===== src/rtl/seq_det_param_if.sv =====
// Serial receive-path bundle for seq_det_param: bit stream in, match status out.
// SEQ_DET_PROG_EN adds the run-time pattern load signals (and the SEQ_LEN parameter they need).
interface seq_det_param_if #(
    parameter int CNT_W = 8
`ifdef SEQ_DET_PROG_EN
    , parameter int SEQ_LEN = 4
`endif
);
    logic             din;
    logic             valid;
    logic             overlap;
    logic             clear;
    logic             seq_det;
    logic [CNT_W-1:0] match_cnt;
    logic             cnt_sat;
`ifdef SEQ_DET_PROG_EN
    logic [SEQ_LEN-1:0] pat_in;
    logic               pat_load;

    modport master (output din, valid, overlap, clear, pat_in, pat_load,
                    input  seq_det, match_cnt, cnt_sat);
    modport slave  (input  din, valid, overlap, clear, pat_in, pat_load,
                    output seq_det, match_cnt, cnt_sat);
`else
    modport master (output din, valid, overlap, clear,
                    input  seq_det, match_cnt, cnt_sat);
    modport slave  (input  din, valid, overlap, clear,
                    output seq_det, match_cnt, cnt_sat);
`endif
endinterface


===== src/rtl/seq_det_param.sv =====
// Parametrised Moore serial sequence detector with KMP fallback and saturating match counter.
// Optional run-time programmable pattern when SEQ_DET_PROG_EN is defined.
module seq_det_param #(
    parameter int                 SEQ_LEN = 4,
    parameter logic [SEQ_LEN-1:0] PATTERN = 4'b1011,
    parameter int                 CNT_W   = 8
) (
    input logic          clk,
    input logic          rst,
    seq_det_param_if.slave bus
);
    localparam int               PW      = $clog2(SEQ_LEN);
    localparam logic [CNT_W-1:0] CNT_MAX = '1;

    // Longest pattern prefix that is a suffix of (first p pattern bits, then b).
    function automatic int next_len(input logic [SEQ_LEN-1:0] pat, input int p, input logic b);
        int   res;
        int   idx;
        logic ok;
        logic sb;
        res = 0;
        for (int k = 1; k <= SEQ_LEN; k++) begin
            ok = (k <= p + 1);
            for (int j = 0; j < SEQ_LEN; j++) begin
                if (ok && j < k) begin
                    idx = p + 1 - k + j;
                    sb  = (idx < p) ? pat[SEQ_LEN-1-idx] : b;
                    if (pat[SEQ_LEN-1-j] != sb) ok = 1'b0;
                end
            end
            if (ok) res = k;
        end
        return res;
    endfunction

    // Longest proper prefix of the pattern that is also its suffix.
    function automatic int border_len(input logic [SEQ_LEN-1:0] pat);
        int   res;
        logic ok;
        res = 0;
        for (int k = 1; k < SEQ_LEN; k++) begin
            ok = 1'b1;
            for (int j = 0; j < SEQ_LEN - 1; j++)
                if (j < k && pat[SEQ_LEN-1-j] != pat[k-1-j]) ok = 1'b0;
            if (ok) res = k;
        end
        return res;
    endfunction

    logic [PW-1:0]    p_q;
    logic [PW-1:0]    p_adv;
    logic [PW-1:0]    fallback;
    logic             last_bit;
    logic             hit;
    logic             det_q;
    logic             sat_q;
    logic [CNT_W-1:0] cnt_q;
    logic [CNT_W-1:0] cnt_inc;

`ifdef SEQ_DET_PROG_EN
    logic [SEQ_LEN-1:0] pat_q;

    assign p_adv    = PW'(next_len(pat_q, int'(p_q), bus.din));
    assign fallback = PW'(border_len(pat_q));
    assign last_bit = pat_q[0];

    always_ff @(posedge clk or posedge rst) begin
        if (rst)               pat_q <= PATTERN;
        else if (bus.pat_load) pat_q <= bus.pat_in;
    end
`else
    // Table entry (p, b) sits at index 2*p+b; the full-match entry is never used.
    function automatic logic [2*SEQ_LEN*PW-1:0] build_tab(input logic [SEQ_LEN-1:0] pat);
        logic [2*SEQ_LEN*PW-1:0] t;
        t = '0;
        for (int p = 0; p < SEQ_LEN; p++)
            for (int b = 0; b < 2; b++)
                t[(2*p+b)*PW +: PW] = PW'(next_len(pat, p, 1'(b)));
        return t;
    endfunction

    localparam logic [2*SEQ_LEN*PW-1:0] NEXT_TAB = build_tab(PATTERN);
    localparam logic [PW-1:0]           BORDER   = PW'(border_len(PATTERN));

    assign p_adv    = NEXT_TAB[(2*int'(p_q) + int'(bus.din))*PW +: PW];
    assign fallback = BORDER;
    assign last_bit = PATTERN[0];
`endif

    assign hit = (p_q == PW'(SEQ_LEN - 1)) && (bus.din == last_bit);

    // NOTE: every always_comb output gets a default first so no latch is inferred.
    always_comb begin
        cnt_inc = cnt_q;
        if (cnt_q != CNT_MAX) cnt_inc = cnt_q + 1'b1;
    end

    // NOTE: sequential state uses non-blocking assignments so all registers update together.
    always_ff @(posedge clk or posedge rst) begin
        if (rst) begin
            p_q   <= '0;
            det_q <= 1'b0;
            cnt_q <= '0;
            sat_q <= 1'b0;
        end else begin
            det_q <= 1'b0;
            if (bus.clear) begin
                p_q   <= '0;
                cnt_q <= '0;
                sat_q <= 1'b0;
            end
`ifdef SEQ_DET_PROG_EN
            else if (bus.pat_load) begin
                p_q <= '0;
            end
`endif
            else if (bus.valid) begin
                if (hit) begin
                    p_q   <= bus.overlap ? fallback : '0;
                    det_q <= 1'b1;
                    cnt_q <= cnt_inc;
                    sat_q <= (cnt_inc == CNT_MAX);
                end else begin
                    p_q <= p_adv;
                end
            end
        end
    end

    assign bus.seq_det   = det_q;
    assign bus.match_cnt = cnt_q;
    assign bus.cnt_sat   = sat_q;
endmodule


===== src/flat_wrapper.sv =====
// flat-port wrapper written by rule: the top's interface ports become plain ports
module seq_det_param_flat 
#(
    parameter int                 SEQ_LEN = 4,
    parameter logic [SEQ_LEN-1:0] PATTERN = 4'b1011,
    parameter int                 CNT_W   = 8
)
  (clk, rst, bus_din, bus_valid, bus_overlap, bus_clear, bus_seq_det, bus_match_cnt, bus_cnt_sat);
  seq_det_param_if #(.CNT_W(CNT_W)) bus_i ();
  input logic clk;
  input logic rst;
  input wire logic [$bits(bus_i.din)-1:0] bus_din;
  input wire logic [$bits(bus_i.valid)-1:0] bus_valid;
  input wire logic [$bits(bus_i.overlap)-1:0] bus_overlap;
  input wire logic [$bits(bus_i.clear)-1:0] bus_clear;
  output wire logic [$bits(bus_i.seq_det)-1:0] bus_seq_det;
  output wire logic [$bits(bus_i.match_cnt)-1:0] bus_match_cnt;
  output wire logic [$bits(bus_i.cnt_sat)-1:0] bus_cnt_sat;
  assign bus_i.din = bus_din;
  assign bus_i.valid = bus_valid;
  assign bus_i.overlap = bus_overlap;
  assign bus_i.clear = bus_clear;
  assign bus_seq_det = bus_i.seq_det;
  assign bus_match_cnt = bus_i.match_cnt;
  assign bus_cnt_sat = bus_i.cnt_sat;
  seq_det_param #(.SEQ_LEN(SEQ_LEN), .PATTERN(PATTERN), .CNT_W(CNT_W)) u_core (.clk(clk), .rst(rst), .bus(bus_i));
endmodule

===== config.mk =====
export PLATFORM = sky130hd
export DESIGN_NAME = seq_det_param_flat
export DESIGN_NICKNAME = d
export VERILOG_FILES = /design/src/rtl/seq_det_param_if.sv /design/src/rtl/seq_det_param.sv /design/src/flat_wrapper.sv
export SDC_FILE = /design/constraint.sdc
export NUM_CORES = 1
export LEC_CHECK = 0
export ABC_AREA = 1
export CORE_MARGIN = 1.5
export CORE_UTILIZATION = 44
export DETAILED_ROUTE_END_ITERATION = 12
export PLACE_DENSITY = 0.73
export SLEW_MARGIN = 15
export SYNTH_ARGS = -nofsm -noshare
export SYNTH_HDL_FRONTEND = slang
export SYNTH_SLANG_ARGS = --single-unit

===== constraint.sdc =====
create_clock -name clk -period 1.3 [get_ports clk]
set_clock_uncertainty 0.15 [all_clocks]
set_input_delay 0.195 -clock clk [delete_from_list [all_inputs] [get_ports clk]]
set_output_delay 0.195 -clock clk [all_outputs]
set_load 0.05 [all_outputs]

### Word level (Yosys, flattened, before mapping)

Index checks and enable logic that the tools add are counted.

* flip-flop bits (word level): 12
* input bits: 6
* output and inout port bits: 10
* word-level logic and storage cells: 28

* add/subtract/negate cells: 2
* eq/ne operators: 3
* shift-type cells: 1
* mux-type cells: 14
* reduce and logical (&&, ||, !) cells: 4

Operators with widths (count)
* 8-bit 2-to-1 mux: 4
* 16-bit by 32-bit variable part select with 2-bit output, first input constant: 1
* 8-bit by 1-bit adder with 8-bit output, second input constant: 1
* 8-bit equality test, second input constant: 1
* 8-bit inequality test, second input constant: 1
* 1-bit 2-to-1 mux: 7
* 2-bit 2-to-1 mux: 3
* 3-bit by 1-bit adder with 4-bit output: 1
* 2-bit nonzero test: 2
* 2-bit equality test, second input constant: 1
* 2-bit AND reduction: 1
* 1-bit logical AND: 1

### Longest topological paths before layout

* depth in word-level cells: 6
* depth in mapped cells: 10
* mapped depth without buffers: 10

### Worst setup path before layout

OpenSTA, ideal clock, no wires.

* kind: register to register
* from: reg u_core.cnt_q[1], in the netlist u_core.bus.match_cnt[1]
* to: reg u_core.sat_q, in the netlist u_core.bus.cnt_sat
* library setup time: 0.118 ns
* arrival: 1.583 ns
* data required time: 1.032 ns
* path slack: -0.551 ns
* stages on the path, launching flop included: 11
* path buffers: 0
* period minus slack after synthesis: 1.851 ns
* path through: dfrtp_1 ha_1 nand2_2 nor2_4 nand2_1 nand2_1 nand2_1 nand2_1 nor2_1 nand3_1 nand2_1

* word-level cells in the longest chain between the ends: 6
* elaborated cells on any way between the ends: 7
* classes of those cells: 1 x add/sub; 2 x eq/ne; 4 x mux

RTL lines
* from (decl): RTL line seq_det_param.sv:57 `logic [CNT_W-1:0] cnt_q;`
* from (signal assigned): RTL line seq_det_param.sv:121 `cnt_q <= cnt_inc;`
* 8-bit by 1-bit adder with 8-bit output or 8-bit inequality test (tied branches): RTL line seq_det_param.sv:95 `if (cnt_q != CNT_MAX) cnt_inc = cnt_q + 1'b1;`
* 8-bit 2-to-1 mux (*): RTL line seq_det_param.sv:95
* 8-bit equality test (*): RTL line seq_det_param.sv:122 `sat_q <= (cnt_inc == CNT_MAX);`
* 1-bit 2-to-1 mux (*): RTL line seq_det_param.sv:118 `if (hit) begin`
* 1-bit 2-to-1 mux (*): RTL line seq_det_param.sv:117 `else if (bus.valid) begin`
* 1-bit 2-to-1 mux (*): RTL line seq_det_param.sv:107 `if (bus.clear) begin`
* to (signal assigned): RTL line seq_det_param.sv:122
* to (decl): RTL line seq_det_param.sv:56 `logic sat_q;`

Every way passes the cells marked *; elsewhere a longest branch is shown, timed or not. The select of a mux whose other input is x is not followed.
A chain may end at the register's enable or synchronous reset.

### Worst setup path after layout

* from: reg u_core.cnt_q[0], in the netlist u_core.bus.match_cnt[0]
* to: reg u_core.sat_q, in the netlist u_core.bus.cnt_sat

The elaborated chain is that of the path after synthesis.

==> metrics.csv <==
metric;value;unit
setup_viol;17;
nets;154;
slew_headroom;82.2;%
syn_nets;108;
crit_path_end_kind;flop;
gp_congestion;0.927;
final_antenna_net_count;0;
finalHoldViolCount;0;
die_y;44.7;um
synth_cells;99;
design_area;1400;um2
drive_above_1_share;50.0;%
root_buffer;clkbuf_4;
final_common_cell;nand2_1;
tns;-2090;ps
grt-ovfl-total;0;
timing.final.crit_share;124;%
die-area;2000;um2
wirelength;2900;um
mostFrequentLayoutCells;27 x nand2_1, 20 x buf_4, 11 x inv_1;
grt_first_pass_wirelength;4390;um
avgViaCountPerCell;5.87;
ioPinCount;16;
crit_required;1320;ps
ys_seq_area_share;39.2;%
grt_max_degree;13;
crit_arrival;1630;ps
drt_pass1_iterations;8;
endpoint;u_core.bus.cnt_sat;
first_global_vias;897;
core_area;1560;um2
min_period;1610;ps
hold_class;in -> async;
p_leak;0.648;nW
rr_worst_depth;10;
power_density;553;nW/um2
maxSlewViolCount;0;
clk_pin_slew;80;ps
grt_usage;31.6;%
clk_path_buf_depth;2;
final_cell_count_no_fill;160;
vias;939;
cts_made_buffers;3;
r2r_start;u_core.bus.match_cnt[0];
drc;1;
io_buffers;15;
crit_type;reg -> reg;
insertion_delay;280;ps
antenna_found_initial;0;
ys_seq_elements;12;
first_iter_violations;41;
cts_tree;built;
start_kind;flop;
initial_core_util;49.1;%
placed_area;1230;um2
wl_per_cell;18.1;um
timing.final.ws_setup;-306;ps
cts.sinks;12;
fp.dieW;44.7;um
dpl.hpwl;1670;um
yosysUniqueCellTypes;23;
startpoint;u_core.bus.match_cnt[0];
place_inst;152;
syn_avg_cell_area;7.73;um2
synthesis.area;766;um2
diodes;0;
htreeDepth;1;
fmax;623;MHz
cp_max_fo;4;
rsz0062_at_grt;true;
ys_warn_count;0;
cts_hold_buf;0;
ir_worst_vdd;0.475;mV
cap_violations;0;
areaGrowthSynthToFinish;82.7;%
violations;DRC, setup timing;
fp-row-count;14;
r2r_end;u_core.bus.cnt_sat;
rrSetupSlack;-310;ps
status;complete, but fails checks;
worstMarginPinSlew;268;ps
critical path, cell delays in order (launching register included):
cell     delay, ps
dfrtp_2        400
buf_4          160
inv_1           80
nor2_2         150
nand2_1         70
nand2_1         90
nand3_2         80
nand2_1        120
nor2_1          60
nand3_1         70
nand2_1         60
layer usage:
metal | up-vias | track usage (%) | wire length [um]
met2 | 54 | 55.1 | 1530
met5 | - | 0 | 0
met1 | 451 | 38.8 | 1060
met4 | 0 | 15.8 | 126
li1 | 419 | - | -
met3 | 15 | 3.20 | 180
where the power goes:
part           internal (mW)  total [mW]  switching (mW)
sequential             0.377       0.382         0.00552
combinational         0.0368      0.0780          0.0412
clock                  0.171       0.313           0.142
total                  0.584       0.773           0.189
worst min path at each step:
| stage | end | startpoint |
|---|---|---|
| final | u_core.bus.seq_det | rst |
| after global routing | u_core.bus.seq_det | rst |
| after CTS | u_core.bus.seq_det | rst |
| after detailed placement | u_core.bus.seq_det | rst |
| after global placement | u_core.bus.seq_det | rst |
| after floorplan | u_core.bus.cnt_sat | rst |
cell type report:
cell class / count / area, um2
multi-input cells: 75 / 517
repair buffers: 41 / 469
inverters: 12 / 45.0
flip-flops and latches: 12 / 312
clock buffers: 4 / 36.3
well taps: 16 / 20.0
fillers: 70 / 160
metrics by stage:
step | util [%] | worst slack [ps] | hold slack, ps | power [mW]
global placement | 78.8 | -273 | 342 | 0.451
CTS | 85.9 | -241 | 67.2 | 0.750
global route | 89.7 | -345 | 131 | 0.790
detailed placement | 78.8 | -326 | 366 | 0.454
floorplan | - | -281 | -90.8 | 0.413
finish | 89.7 | -306 | 96.5 | 0.773
cell usage after synthesis:
master / n / area, um2
nand2_1: 30 / 113
dfrtp_1: 12 / 300
inv_1: 12 / 45.0
nand3_1: 11 / 55.1
nor2_1: 6 / 22.5
o21ai_0: 6 / 30.0
ha_1: 3 / 37.5
nor2_4: 3 / 33.8
a22o_1: 2 / 17.5
a21oi_1: 1 / 5.00
a21oi_2: 1 / 8.76
a22o_2: 1 / 10.0
a311oi_1: 1 / 8.76
nand2_2: 1 / 6.26
nand2_4: 1 / 11.3
nand4_1: 1 / 6.26
nand4_2: 1 / 12.5
o211ai_1: 1 / 7.51
o21ai_1: 1 / 5.00
o21ai_2: 1 / 8.76
o22ai_1: 1 / 6.26
or2_2: 1 / 6.26
xnor2_1: 1 / 8.76
timing repair:
item	in CTS	in global routing
setup buffers	2	4
pin swaps	7	9
setup endpoints to repair	18	19
gates resized for setup	15	14
logic make-up (layout without fill, tap and decap cells):
family | Yosys count | after routing | synth area share [%]
compound gates | 16 | 16 | 14.1
xor+xnor | 1 | 1 | 1.14
fa+ha+maj | 3 | 3 | 4.90
buf+inv | 12 | 57 | 5.88
flops | 12 | 12 | 39.2
simple gates | 55 | 55 | 34.8
flip-flops by register name, summed over array words and instances, names as in the netlist:
register,flops
u_core.bus.seq_det,1
u_core.p_q,2
u_core.bus.match_cnt,8
u_core.bus.cnt_sat,1
(Power assumes the default switching activity.)
